<file path="src/rtl/alu_issue_stage.sv">
// Operand-issue stage feeding a combinational 32-bit ALU: decodes, reads the
// 8-entry register file, holds the issued op and writes the ALU result back on retire.
module alu_issue_stage #(
  parameter int WIDTH = 32,
  parameter int IMM_W = 6
) (
  input  logic             clk,
  input  logic             rst_n,
  input  logic             in_valid,
  output logic             in_ready,
  input  logic [15:0]      instr,
  output logic [WIDTH-1:0] alu_a,
  output logic [WIDTH-1:0] alu_b,
  output logic [2:0]       alu_s,
  output logic             alu_cin,
  input  logic [WIDTH-1:0] alu_r,
  output logic             out_valid,
  input  logic             out_ready,
  output logic [2:0]       out_rd,
  output logic             wb_en,
  output logic [WIDTH-1:0] wb_data
);

  localparam int NREG = 8;

  // Handshake: an instruction transfers when in_valid && in_ready; the held op
  // retires when out_valid && out_ready. in_ready depends only on out_valid and
  // out_ready, never on in_valid, so there is no combinational loop upstream.

  logic [2:0]       dec_op;
  logic [2:0]       dec_rd;
  logic [2:0]       dec_rs;
  logic [2:0]       dec_rt;
  logic             dec_imm_sel;
  logic             dec_cin;
  logic [WIDTH-1:0] dec_imm;

  assign dec_op      = instr[15:13];
  assign dec_rd      = instr[12:10];
  assign dec_rs      = instr[9:7];
  assign dec_imm_sel = instr[6];
  assign dec_rt      = instr[5:3];
  assign dec_cin     = instr[2];
  assign dec_imm     = {{(WIDTH-IMM_W){instr[IMM_W-1]}}, instr[IMM_W-1:0]};

  logic [WIDTH-1:0] rf_q [NREG];
  logic [WIDTH-1:0] rf_d [NREG];
  logic [WIDTH-1:0] a_q, a_d;
  logic [WIDTH-1:0] b_q, b_d;
  logic [2:0]       s_q, s_d;
  logic             cin_q, cin_d;
  logic [2:0]       rd_q, rd_d;
  logic             valid_q, valid_d;

  logic             retire;
  logic             accept;
  logic             wb_en_c;
  logic [WIDTH-1:0] src_a;
  logic [WIDTH-1:0] src_t;

  always_comb begin
    retire   = valid_q && out_ready;
    in_ready = !valid_q || out_ready;
    accept   = in_valid && in_ready;
    // A write is suppressed while reset is asserted, so nothing is reported either.
    wb_en_c  = retire && (rd_q != 3'd0) && rst_n;
  end

  // Source reads: r0 is hard zero; a same-cycle retire to the same register is
  // forwarded from alu_r. alu_r is only looked at when a write is happening.
  always_comb begin
    src_a = '0;
    if (dec_rs == 3'd0) begin
      src_a = '0;
    end else if (wb_en_c && (rd_q == dec_rs)) begin
      src_a = alu_r;
    end else begin
      src_a = rf_q[dec_rs];
    end
  end

  always_comb begin
    src_t = '0;
    if (dec_rt == 3'd0) begin
      src_t = '0;
    end else if (wb_en_c && (rd_q == dec_rt)) begin
      src_t = alu_r;
    end else begin
      src_t = rf_q[dec_rt];
    end
  end

  always_comb begin
    a_d     = a_q;
    b_d     = b_q;
    s_d     = s_q;
    cin_d   = cin_q;
    rd_d    = rd_q;
    valid_d = valid_q;
    if (accept) begin
      a_d     = src_a;
      b_d     = dec_imm_sel ? dec_imm : src_t;
      s_d     = dec_op;
      cin_d   = dec_cin;
      rd_d    = dec_rd;
      valid_d = 1'b1;
    end else if (retire) begin
      valid_d = 1'b0;
    end
  end

  always_comb begin
    for (int i = 0; i < NREG; i++) begin
      rf_d[i] = rf_q[i];
    end
    if (wb_en_c) begin
      rf_d[rd_q] = alu_r;
    end
    rf_d[0] = '0;
  end

  always_ff @(posedge clk) begin
    if (!rst_n) begin
      a_q     <= '0;
      b_q     <= '0;
      s_q     <= '0;
      cin_q   <= 1'b0;
      rd_q    <= '0;
      valid_q <= 1'b0;
      for (int i = 0; i < NREG; i++) begin
        rf_q[i] <= '0;
      end
    end else begin
      a_q     <= a_d;
      b_q     <= b_d;
      s_q     <= s_d;
      cin_q   <= cin_d;
      rd_q    <= rd_d;
      valid_q <= valid_d;
      for (int i = 0; i < NREG; i++) begin
        rf_q[i] <= rf_d[i];
      end
    end
  end

  assign alu_a     = a_q;
  assign alu_b     = b_q;
  assign alu_s     = s_q;
  assign alu_cin   = cin_q;
  assign out_rd    = rd_q;
  assign out_valid = valid_q;
  assign wb_en     = wb_en_c;
  assign wb_data   = wb_en_c ? alu_r : '0;

endmodule
</file>
<file path="config.mk">
export PLATFORM = sky130hd
export DESIGN_NAME = alu_issue_stage
export DESIGN_NICKNAME = d
export VERILOG_FILES = /design/src/rtl/alu_issue_stage.sv
export SDC_FILE = /design/constraint.sdc
export NUM_CORES = 1
export LEC_CHECK = 0
export BUFFER_PORTS_ARGS = -buffer_cell sky130_fd_sc_hd__buf_2
export CORE_MARGIN = 2
export CORE_UTILIZATION = 55
export DETAILED_ROUTE_END_ITERATION = 16
export PLACE_DENSITY = 0.75
export REMOVE_ABC_BUFFERS = 1
export SYNTH_ARGS = -nofsm -noshare
export SYNTH_HDL_FRONTEND = slang
export SYNTH_SLANG_ARGS = --single-unit
</file>
<file path="constraint.sdc">
create_clock -name clk -period 2.37 [get_ports clk]
set_clock_uncertainty 0.2 [all_clocks]
set_input_delay 0.474 -clock clk [delete_from_list [all_inputs] [get_ports clk]]
set_output_delay 0.474 -clock clk [all_outputs]
set_load 0.05 [all_outputs]
</file>
# Yosys cells after proc, flatten, opt, wreduce, memory -nomap -nowiden
# Memory sizes are Yosys's and may differ from the RTL's.
# Cells that the tools add are included.
# word_totals
out_inout_bits	106
ram_bits	256
word_cells	55
inputBits	52
n_memories	1
ff_bits	72
# memory_table
memory	words	word_bits	read_ports	rd_ports_with_merged_regs	write_ports	line_no	text
rf_q	8	32	10	0	8	46	logic [WIDTH-1:0] rf_q [NREG];
# op_classes
n_bitwise	9
n_eq_ne	2
mux	22
reduce_logical	13
magnitude_cmp	2
# op_table
op	count
$mux 32	15
$bwmux 256	1
$mux 224	1
$demux 32 s3	1
$or 1x1->1	8
$logic_and 1x1->1	7
$eq 3x3->1	2
$logic_not 3->1	2
$ge 4x4->1 const B	1
$lt 4x1->1 const B	1
$mux 1	4
$not 3->4	1
$reduce_bool 3->1	1
$reduce_bool 2->1	1
$logic_not 1->1	1
$logic_or 1x1->1	1

# Depth between registers and ports, before layout
# Gate-level depths: netlist of run 1.
# depth
word_depth	8
mapped_depth	9
depth_no_buf	6

# Worst setup path before layout of run 1
# Ideal clock, no wire load.
# synth_timing
path_kind	register to output
start	reg rd_q[2], in the netlist out_rd[2]
end	out wb_data[21]
path_stages_with_launch	8
arrival_ns	2.514
t_required_ns	1.696
n_path_buf	3
slack_ns	-0.818
cell_sequence	dfxtp_1 -> clkbuf_2 -> nor3_1 -> or2_0 -> buf_2 -> inv_4 -> clkbuf_1 -> and2_1
# synth_via
elab_chain_cells	4
# synth_lines
item	line_no	text
start, declared	52	logic [2:0] rd_q, rd_d;
start signal, assigned	138	rd_q <= rd_d;
$reduce_bool 3->1	66	wb_en_c = retire && (rd_q != 3'd0) && rst_n;
$logic_and 1x1->1 (2 in series)	66	
via wb_en	20	output logic wb_en,
$mux 32	153	assign wb_data = wb_en_c ? alu_r : '0;
end, declared	21	output logic [WIDTH-1:0] wb_data
# The timed path passes the listed nets, and every way through them passes these cells.

# Worst setup path after layout of run 1
# layout_timing
start	reg valid_q, in the netlist out_valid
end	out wb_data[5]
# layout_via
elab_chain_cells	4
# layout_lines
item	line_no	text
start, declared	53	logic valid_q, valid_d;
start signal, assigned	139	valid_q <= valid_d;
$logic_and 1x1->1	62	retire = valid_q && out_ready;
$logic_and 1x1->1 (2 in series)	66	
$mux 32	153	
# Every way passes these cells.

==> impl_metrics.toml, run 1 <==
[status]
outcome = "complete, but fails checks"
failing_checks = "setup timing"

[setup_path]
worst_r2r_path_depth = 10
cp-start-kind = "register"
required_ps = 1700
critPathMaxFanout = 15
worst-endpoint-arrival_ps = 1820
path_class = "reg -> out"
cp-end-kind = "output port"

[timing]
min_period_ps = 2493
layout_worst_path_cycle_share = 1.052
final.setup.worst_slack_ps = -123.2
worst_slew_margin_rel = 0.4771
timing.setup.tns_ps = -3741
fmax_mhz = 401.1
setup_viol_count_final = 33
hold_viol = 0
final-max-slew-violation-count = 0
timing_worst_slew_pin_value_ps = 784.4
setup_repair_after_global_routing_missed_its_margin = "true"
fin_worst_hold_slack_ps = 20.91

[yosys]
synth_flop_cell = "sky130_fd_sc_hd__dfxtp_1"
netlist.top_cell.by_area = "sky130_fd_sc_hd__dfxtp_1"
count_of_flip_flops_with_a_built_in_enable_after_synthesis = 0
post_synth_top_area_share = 0.3960
syn_inst = 1828
ys_warn_count = 0
netlist_top_cells_area = "sky130_fd_sc_hd__dfxtp_1, sky130_fd_sc_hd__nand2_1, sky130_fd_sc_hd__a21boi_0"
syn_area_um2 = 14960
synth-seq-cells = 296
yosysSeqAreaShare = 0.3960
synthDistinctLibCells = 49
async_reset_ff_frac = 0
synth_area_per_cell_um2 = 8.186

[layout]
drive_gt1_frac = 0.1988
postLayoutCoreUtil = 0.6708
flow.area_growth_from_synthesis_pct = 20.13
nets = 1982
num-fill-cells = 2152
multiInputGateArea_um2 = 8314
regArea_um2 = 5933

[detailed_routing]
drcViolationCount = 0
totalWireLength_um = 49890
initialDrtViolationCount = 1830
dr.pass1.iters = 6
post_route_ant_nets = 0
vias = 14370
vias_per_cell = 6.265
wl_per_cell_um = 21.75

[clocking]
clockBufferDepth = 3
cts-buffers-inserted = 31
clkLatencyLatePin_ps = 580
cts.clk_slew.worst_paths_ps = 70
cts_tree = "built"
ctsHtreeMaxLevel = 1
cts_root_buf = "sky130_fd_sc_hd__clkbuf_16"
tritoncts_sinks = 296

[floorplanning]
initial_core_utilization = 0.5584
chipWidth_um = 169.0
fp.dieH_um = 169.0
floorplan.core_area_um2 = 26800
fp.dieArea_um2 = 28540
total_number_of_placement_rows = 60
num_io_pins = 158

[power]
power-per-cell-area_nw_per_um2 = 627.7
max-vdd-ir-drop_mv = 0.4686
cellLeakagePower_nw = 6.766

[global_route]
antenna_violations_before_repair = 2
gr-total-overflow = 0
grt_pass1_vias = 13940
grt_start_max_net_pins = 175
wire_length_of_the_first_global_routing_pass_um = 76590
groute.usage.overall = 0.3391

[flow_run]
max-cap-violations = 0

[placed_design]
gp_routability_congestion = 0.8817
io_buffers = 157
place_hpwl_um = 30300

[min_path]
worstHoldPathType = "in -> reg"
worst_hold_path.num_cells = 3
## layout make-up
type,instances,share of cell area
Multi-Input combinational cell,1330,0.4625
Antenna cell,1,0.0001392
Timing Repair Buffer,268,0.1274
Clock inverter,9,0.004942
Clock buffer,46,0.05018
Inverter,3,0.001044
Tap cell,341,0.02373
Sequential cell,296,0.3300
## placed cells by master (no fill, tap or decap), drive strengths merged, types with 6 or more instances in the layout
cell type / instances
nand2: 499
o21a: 31
a21boi: 232
o22ai: 67
clkbuf: 46
dfxtp: 296
a221o: 56
clkinv: 6
nor2: 38
buf: 260
a221oi: 11
dlygate4sd3: 8
a21oi: 9
mux2: 33
a31oi: 27
mux2i: 127
nor3: 41
a22oi: 27
and2: 35
nand3: 28
o21ai: 31
## metal layers
layer  wire length [um]  vias to the layer above  global-route usage  part of all wire
met4               1689                        0              0.1331             0.034
met5                  0                        -                   0                 0
met3               4569                      140             0.05471             0.092
met2              22710                      795              0.5508              0.46
li1                   -                     6569                   -                 -
met1              20920                     6868              0.4530              0.42
## cell families (layout without fill, tap and decap cells)
family / count (synthesis) / after routing / share of synthesized area
AO/OA/AOI/OAI: 499 / 499 / 0.2474
other: 0 / 1 / 0
buffers and inverters: 202 / 326 / 0.05652
flip-flops: 296 / 296 / 0.3960
XOR/XNOR: 5 / 5 / 0.002927
AND/OR/NAND/NOR: 666 / 666 / 0.1874
multiplexers: 160 / 160 / 0.1098
## where the power goes
group / switching (mW) / leakage [nW] / internal (mW)
combinational: 0.922 / 3.88 / 0.463
clock: 2.07 / 0.494 / 2.73
sequential: 0.0433 / 2.40 / 5.05
total: 3.04 / 6.77 / 8.25
## stage by stage
step / cells / power [mW] / area (um^2) / setup WS, ps
after CTS: 2287 / 11.27 / 17900 / -118.2
after global routing: 2294 / 11.54 / 17980 / -164.9
after global placement: 2220 / 6.496 / 16460 / 55.48
after detailed placement: 2220 / 6.509 / 16460 / 28.25
final: 2294 / 11.28 / 17980 / -123.2
after floorplan: 1629 / 5.830 / 14130 / -1032
## critical path, stage by stage, from the launching register on
cell and delay [ps]:
sky130_fd_sc_hd__dfxtp_4 350, sky130_fd_sc_hd__nand3_4 50, sky130_fd_sc_hd__or2_4 270, sky130_fd_sc_hd__inv_8 100, sky130_fd_sc_hd__buf_12 150, sky130_fd_sc_hd__and2_1 150, sky130_fd_sc_hd__buf_6 160
## flip-flops by register name, indices dropped and copies added, names as in the netlist
register / flops
alu_b: 32
out_rd: 3
out_valid: 1
alu_cin: 1
rf_q: 224
alu_s: 3
alu_a: 32
## cell usage after synthesis, types with 4 or more instances
cell type / n
sky130_fd_sc_hd__nor3_1: 40
sky130_fd_sc_hd__buf_1: 4
sky130_fd_sc_hd__and2_1: 35
sky130_fd_sc_hd__o21ai_0: 31
sky130_fd_sc_hd__nor2b_1: 4
sky130_fd_sc_hd__o21a_1: 31
sky130_fd_sc_hd__buf_2: 46
sky130_fd_sc_hd__clkbuf_1: 143
sky130_fd_sc_hd__mux2_2: 33
sky130_fd_sc_hd__a21boi_0: 207
sky130_fd_sc_hd__a22oi_1: 27
sky130_fd_sc_hd__nand2_1: 499
sky130_fd_sc_hd__nor2_1: 38
sky130_fd_sc_hd__o22ai_1: 67
sky130_fd_sc_hd__a221oi_1: 11
sky130_fd_sc_hd__nand3_1: 27
sky130_fd_sc_hd__a31oi_1: 26
sky130_fd_sc_hd__dfxtp_1: 296
sky130_fd_sc_hd__mux2i_1: 127
sky130_fd_sc_hd__a21oi_1: 8
sky130_fd_sc_hd__a221o_1: 56
sky130_fd_sc_hd__a21boi_1: 25
## what timing repair did
item                                   CTS  global route
endpoints found under the hold margin    8             0
hold buffers                             8             0
pin swaps                                0             1
gates cloned                             1             0
buffers inserted                         3             6
setup endpoints to repair               33            33
gates resized for setup                104            12
## final timing paths
check	start	to	slack (ps)
setup / recovery	out_valid$_SDFFE_PN0P_	wb_data[5]	-120
hold / removal	alu_r[2]	rf_q[3][2]$_SDFFE_PN0P_	20
setup reg to reg	out_valid$_SDFFE_PN0P_	alu_b[21]$_SDFFE_PN0P_	140
hold reg to reg	alu_s[2]$_SDFFE_PN0P_	alu_s[2]$_SDFFE_PN0P_	270
No activity file was read; power rests on OpenSTA's default activity.
==> run 2: changes to the inputs <==
- CORE_UTILIZATION: 55 -> 52
- PLACE_DENSITY: 0.75 -> 0.72
==> impl_metrics.toml, run 2 (same netlist as run 1, synthesis figures left out) <==
[global_route]
grt_start_max_net_pins = 191
antenna_violations_before_repair = 3
wire_length_of_the_first_global_routing_pass_um = 77380
gr-total-overflow = 0
groute.usage.overall = 0.3186
grt_pass1_vias = 14060

[status]
failing_checks = "setup timing"
outcome = "complete, but fails checks"

[detailed_routing]
totalWireLength_um = 50130
drcViolationCount = 0
vias = 14330
dr.pass1.iters = 6
vias_per_cell = 6.151
initialDrtViolationCount = 1613
post_route_ant_nets = 0
wl_per_cell_um = 21.52

[setup_path]
crit_slowest_cell = "sky130_fd_sc_hd__dfxtp_4"
timing.critical_path.buf_inv = 3
path_class = "reg -> out"
cp-end-kind = "output port"
critPathMaxFanout = 6
crit_path_cell_trace = "nand3_4 -> or2_4 -> inv_8 -> clkbuf_16 -> and2_4 -> buf_8"
cp-start-kind = "register"
required_ps = 1700
crit_path_max_incr_delay_ps = 360
worst-endpoint-arrival_ps = 1810
critical_path.top_delay_family = "simple AND/OR/NAND/NOR gates"

[floorplanning]
fp.dieH_um = 173.6
floorplan.core_area_um2 = 28550
chipWidth_um = 173.6
fp.dieArea_um2 = 30150
total_number_of_placement_rows = 62
num_io_pins = 158
initial_core_utilization = 0.5242

[clocking]
clockBufferDepth = 3
tritoncts_sinks = 296
clkLatencyLatePin_ps = 580
cts_tree = "built"
cts-buffers-inserted = 31
cts.clk_slew.worst_paths_ps = 60
ctsHtreeMaxLevel = 1
cts_root_buf = "sky130_fd_sc_hd__clkbuf_16"

[layout]
max_flop_register = "rf_q"
num-fill-cells = 2503
flow.area_growth_from_synthesis_pct = 20.56
drive_gt1_frac = 0.1944
multiInputGateArea_um2 = 8307
final_common_cell = "sky130_fd_sc_hd__nand2_1"
regArea_um2 = 5931
largest_register_ffs = 224
nets = 1973
layout.cells.most_common_list = "sky130_fd_sc_hd__nand2_1, sky130_fd_sc_hd__dfxtp_1, sky130_fd_sc_hd__a21boi_0"

[power]
max-vdd-ir-drop_mv = 0.6286
power-per-cell-area_nw_per_um2 = 639.3
total_power_mw = 11.53
cellLeakagePower_nw = 6.760

[timing]
timing_worst_slew_pin_value_ps = 824.8
timing.setup.tns_ps = -2676
hold_viol = 0
final.setup.worst_slack_ps = -116.5
final-max-slew-violation-count = 0
min_period_ps = 2487
worst_slew_margin_rel = 0.4502
layout_worst_path_cycle_share = 1.049
setup_viol_count_final = 31
fmax_mhz = 402.2
setup_repair_after_global_routing_missed_its_margin = "true"

[placed_design]
io_buffers = 157
gp_routability_congestion = 0.8525
place_hpwl_um = 29840
place_ws_ps = 9.251

[min_path]
worstHoldPathType = "in -> reg"

[flow_run]
max-cap-violations = 0
## run 2: repair_timing
item | in CTS | in global routing
gates resized for setup | 108 | 8
setup buffers | 6 | 1
endpoints found under the hold margin | 8 | 0
hold buffers | 8 | 0
gates cloned | 0 | 1
endpoints found under the setup margin | 33 | 33
## run 2: final cells by class
| type | count | share of cell area |
|---|---|---|
| multi-input cells | 1330 | 0.4604 |
| flip-flops and latches | 296 | 0.3287 |
| repair buffers | 259 | 0.1241 |
| clock buffers | 47 | 0.05188 |
| well taps | 384 | 0.02663 |
| clock inverters | 9 | 0.006866 |
| inverters | 3 | 0.001040 |
| diodes | 2 | 0.0002774 |
## run 2: tightest hold or removal path: cells and delay by family
family                 cells  cell delay [ps]
AOI/OAI and AO/OA          1               60
buffers and inverters      1              150
and+or+nand+nor            1               60
## run 2: worst paths after layout
| kind | cells after the start | startpoint | endpoint | slack [ps] |
|---|---|---|---|---|
| worst max register to register | 10 | out_valid$_SDFFE_PN0P_ | alu_a[19]$_SDFFE_PN0P_ | 150 |
| worst min register to register | 2 | alu_s[0]$_SDFFE_PN0P_ | alu_s[0]$_SDFFE_PN0P_ | 270 |
| worst max-delay path | 6 | out_valid$_SDFFE_PN0P_ | wb_data[28] | -120 |
| worst min-delay path | 3 | alu_r[22] | rf_q[6][22]$_SDFFE_PN0P_ | 30 |
## run 2: per-layer routing
layer,vias up,wire [um],track usage
li1,6550,-,-
met1,6910,21130,0.4217
met2,743,23100,0.5248
met3,128,4586,0.05987
met4,0,1313,0.1064
met5,-,0,0
## run 2: stage by stage
step           area, um^2  cells  utilization  hold WS, ps
6_report            18040   2330       0.6320        26.15
5_1_grt             18040   2329       0.6319        30.02
4_1_cts             18000   2327       0.6304        18.85
3_5_place_dp        16470   2257       0.5769        262.4
3_3_place_gp        16470   2257       0.5769        251.7
2_1_floorplan       14130   1629            -        245.0
## run 2: report_power, final
group	total (mW)	internal (mW)	leakage (nW)	switching (mW)
Sequential	5.09	5.05	2.39	0.0396
Clock	5.07	3.03	0.527	2.04
Combinational	1.38	0.455	3.84	0.926
Total	11.5	8.53	6.76	3.01
==> run 3: changes to the inputs <==
- PLACE_DENSITY: 0.72 -> 0.75
- clock period: 2.37 -> 2.1 ns (I/O delays scaled with it)
==> impl_metrics.toml, run 3 (same netlist as run 1, synthesis figures left out) <==
[setup_path]
path_class = "reg -> out"
cp-end-kind = "output port"
critPathMaxFanout = 7
required_ps = 1480
worst-endpoint-arrival_ps = 1900
cp-start-kind = "register"

[timing]
setup_viol_count_final = 72
layout_worst_path_cycle_share = 1.198
final-max-slew-violation-count = 0
min_period_ps = 2516
final.setup.worst_slack_ps = -416.4
worst_slew_margin_rel = 0.5501
fin_worst_hold_slack_ps = 4.355
timing_worst_slew_pin_value_ps = 674.8
fmax_mhz = 397.4
hold_viol = 0
setup_repair_after_global_routing_missed_its_margin = "true"

[placed_design]
gp_routability_congestion = 0.8498
place_hpwl_um = 31250
io_buffers = 157
place_ws_ps = -197.2
area_after_detailed_placement_um2 = 16720

[layout]
final_common_cell = "sky130_fd_sc_hd__nand2_1"
nets = 2059
postLayoutCoreUtil = 0.6753
regArea_um2 = 5933
max_flop_register = "rf_q"
flow.area_growth_from_synthesis_pct = 28.83
finalInstanceArea_um2 = 19280
antenna_cells = 0
largest_register_ffs = 224
layout.cells.most_common_list = "sky130_fd_sc_hd__nand2_1, sky130_fd_sc_hd__dfxtp_1, sky130_fd_sc_hd__a21boi_0"
drive_gt1_frac = 0.2263
num-fill-cells = 2163
multiInputGateArea_um2 = 8463

[floorplanning]
initial_core_utilization = 0.5242
fp.dieH_um = 173.6
total_number_of_placement_rows = 62
chipWidth_um = 173.6
fp.dieArea_um2 = 30150
floorplan.core_area_um2 = 28550
num_io_pins = 158

[clocking]
cts.clk_slew.worst_paths_ps = 60
clkLatencyLatePin_ps = 580
cts_tree = "built"
cts_root_buf = "sky130_fd_sc_hd__clkbuf_16"
clockBufferDepth = 3
ctsHtreeMaxLevel = 1
tritoncts_sinks = 296
cts-buffers-inserted = 31

[power]
max-vdd-ir-drop_mv = 0.5847
cellLeakagePower_nw = 7.304
total_power_mw = 13.00
power-per-cell-area_nw_per_um2 = 674.2

[detailed_routing]
vias_per_cell = 6.362
post_route_ant_nets = 0
dr.pass1.iters = 6
vias = 15340
wl_per_cell_um = 23.40
totalWireLength_um = 56440
drcViolationCount = 0
initialDrtViolationCount = 2200

[global_route]
groute.usage.overall = 0.3386
wire_length_of_the_first_global_routing_pass_um = 81880
antenna_violations_before_repair = 1
grt_pass1_vias = 14780
grt_start_max_net_pins = 147
gr-total-overflow = 0

[status]
outcome = "complete, but fails checks"
failing_checks = "setup timing"

[flow_run]
max-cap-violations = 0

[min_path]
worstHoldPathType = "in -> reg"
[run 3: cell types whose count changed in the layout (fill, tap and decap cells not counted), moves of 3 or more]
cell                            delta
sky130_fd_sc_hd__clkbuf_16         +8
sky130_fd_sc_hd__nand2_2           +3
sky130_fd_sc_hd__buf_12           +11
sky130_fd_sc_hd__nand3_1           -5
sky130_fd_sc_hd__and2_4           +13
sky130_fd_sc_hd__and2_1           -13
sky130_fd_sc_hd__nand3_2           +3
sky130_fd_sc_hd__buf_4            +22
sky130_fd_sc_hd__buf_6             -3
sky130_fd_sc_hd__dlygate4sd3_1    +34
sky130_fd_sc_hd__clkinv_2          -3
sky130_fd_sc_hd__nand2_1           -3
sky130_fd_sc_hd__buf_8            +13
[run 3: final cells by class]
class | count | area share
clock buffer | 50 | 0.04965
sequential | 296 | 0.3078
timing repair buffer | 345 | 0.1752
inverter | 3 | 0.0009735
multi-input combinational | 1330 | 0.4390
tap | 384 | 0.02492
clock inverter | 4 | 0.002531
[run 3: routing by layer]
layer | routed length (um) | part of all wire | global-route usage
met1 | 21760 | 0.39 | 0.4373
met5 | 7 | 0.00012 | 0
met3 | 6741 | 0.12 | 0.07719
met2 | 25230 | 0.45 | 0.5448
met4 | 2702 | 0.048 | 0.1464
[run 3: worst max-delay path, cell delays in order, from the launching register on]
cell                      delay (ps)
sky130_fd_sc_hd__dfxtp_2         360
sky130_fd_sc_hd__nand3_4          60
sky130_fd_sc_hd__or2_4           270
sky130_fd_sc_hd__inv_8            80
sky130_fd_sc_hd__buf_6           130
sky130_fd_sc_hd__buf_16          140
sky130_fd_sc_hd__and2_4          150
sky130_fd_sc_hd__buf_8           140
[run 3: metrics by stage]
| stage | instances | setup TNS [ps] |
|---|---|---|
| 6_report | 2412 | -14750 |
| 5_1_grt | 2412 | -18710 |
| 3_3_place_gp | 2285 | -9105 |
| 3_5_place_dp | 2285 | -14480 |
| 4_1_cts | 2398 | -13220 |
| 2_1_floorplan | 1629 | -260870 |
[run 3: final timing paths]
| kind | from | endpoint | slack [ps] | cells past startpoint |
|---|---|---|---|---|
| max | out_valid$_SDFFE_PN0P_ | wb_data[17] | -420 | 7 |
| min | alu_r[10] | rf_q[6][10]$_SDFFE_PN0P_ | 4 | 3 |
| max reg2reg | out_rd[1]$_SDFFE_PN0P_ | alu_a[16]$_SDFFE_PN0P_ | -110 | 10 |
| min reg2reg | alu_s[1]$_SDFFE_PN0P_ | alu_s[1]$_SDFFE_PN0P_ | 270 | 2 |
[run 3: report_power, final]
part           switching, mW  internal, mW  total (mW)  leakage (nW)
combinational           1.13         0.645        1.77          4.41
clock                   2.28          3.20        5.48         0.497
sequential            0.0505          5.70        5.75          2.40
[run 3: repair_timing]
item,in CTS,in global routing
setup buffers,15,9
resized for setup,156,43
endpoints found under the setup margin,58,156
hold buffers,42,0
gates cloned,4,10
pin swaps,6,23
hold endpoints to repair,95,0
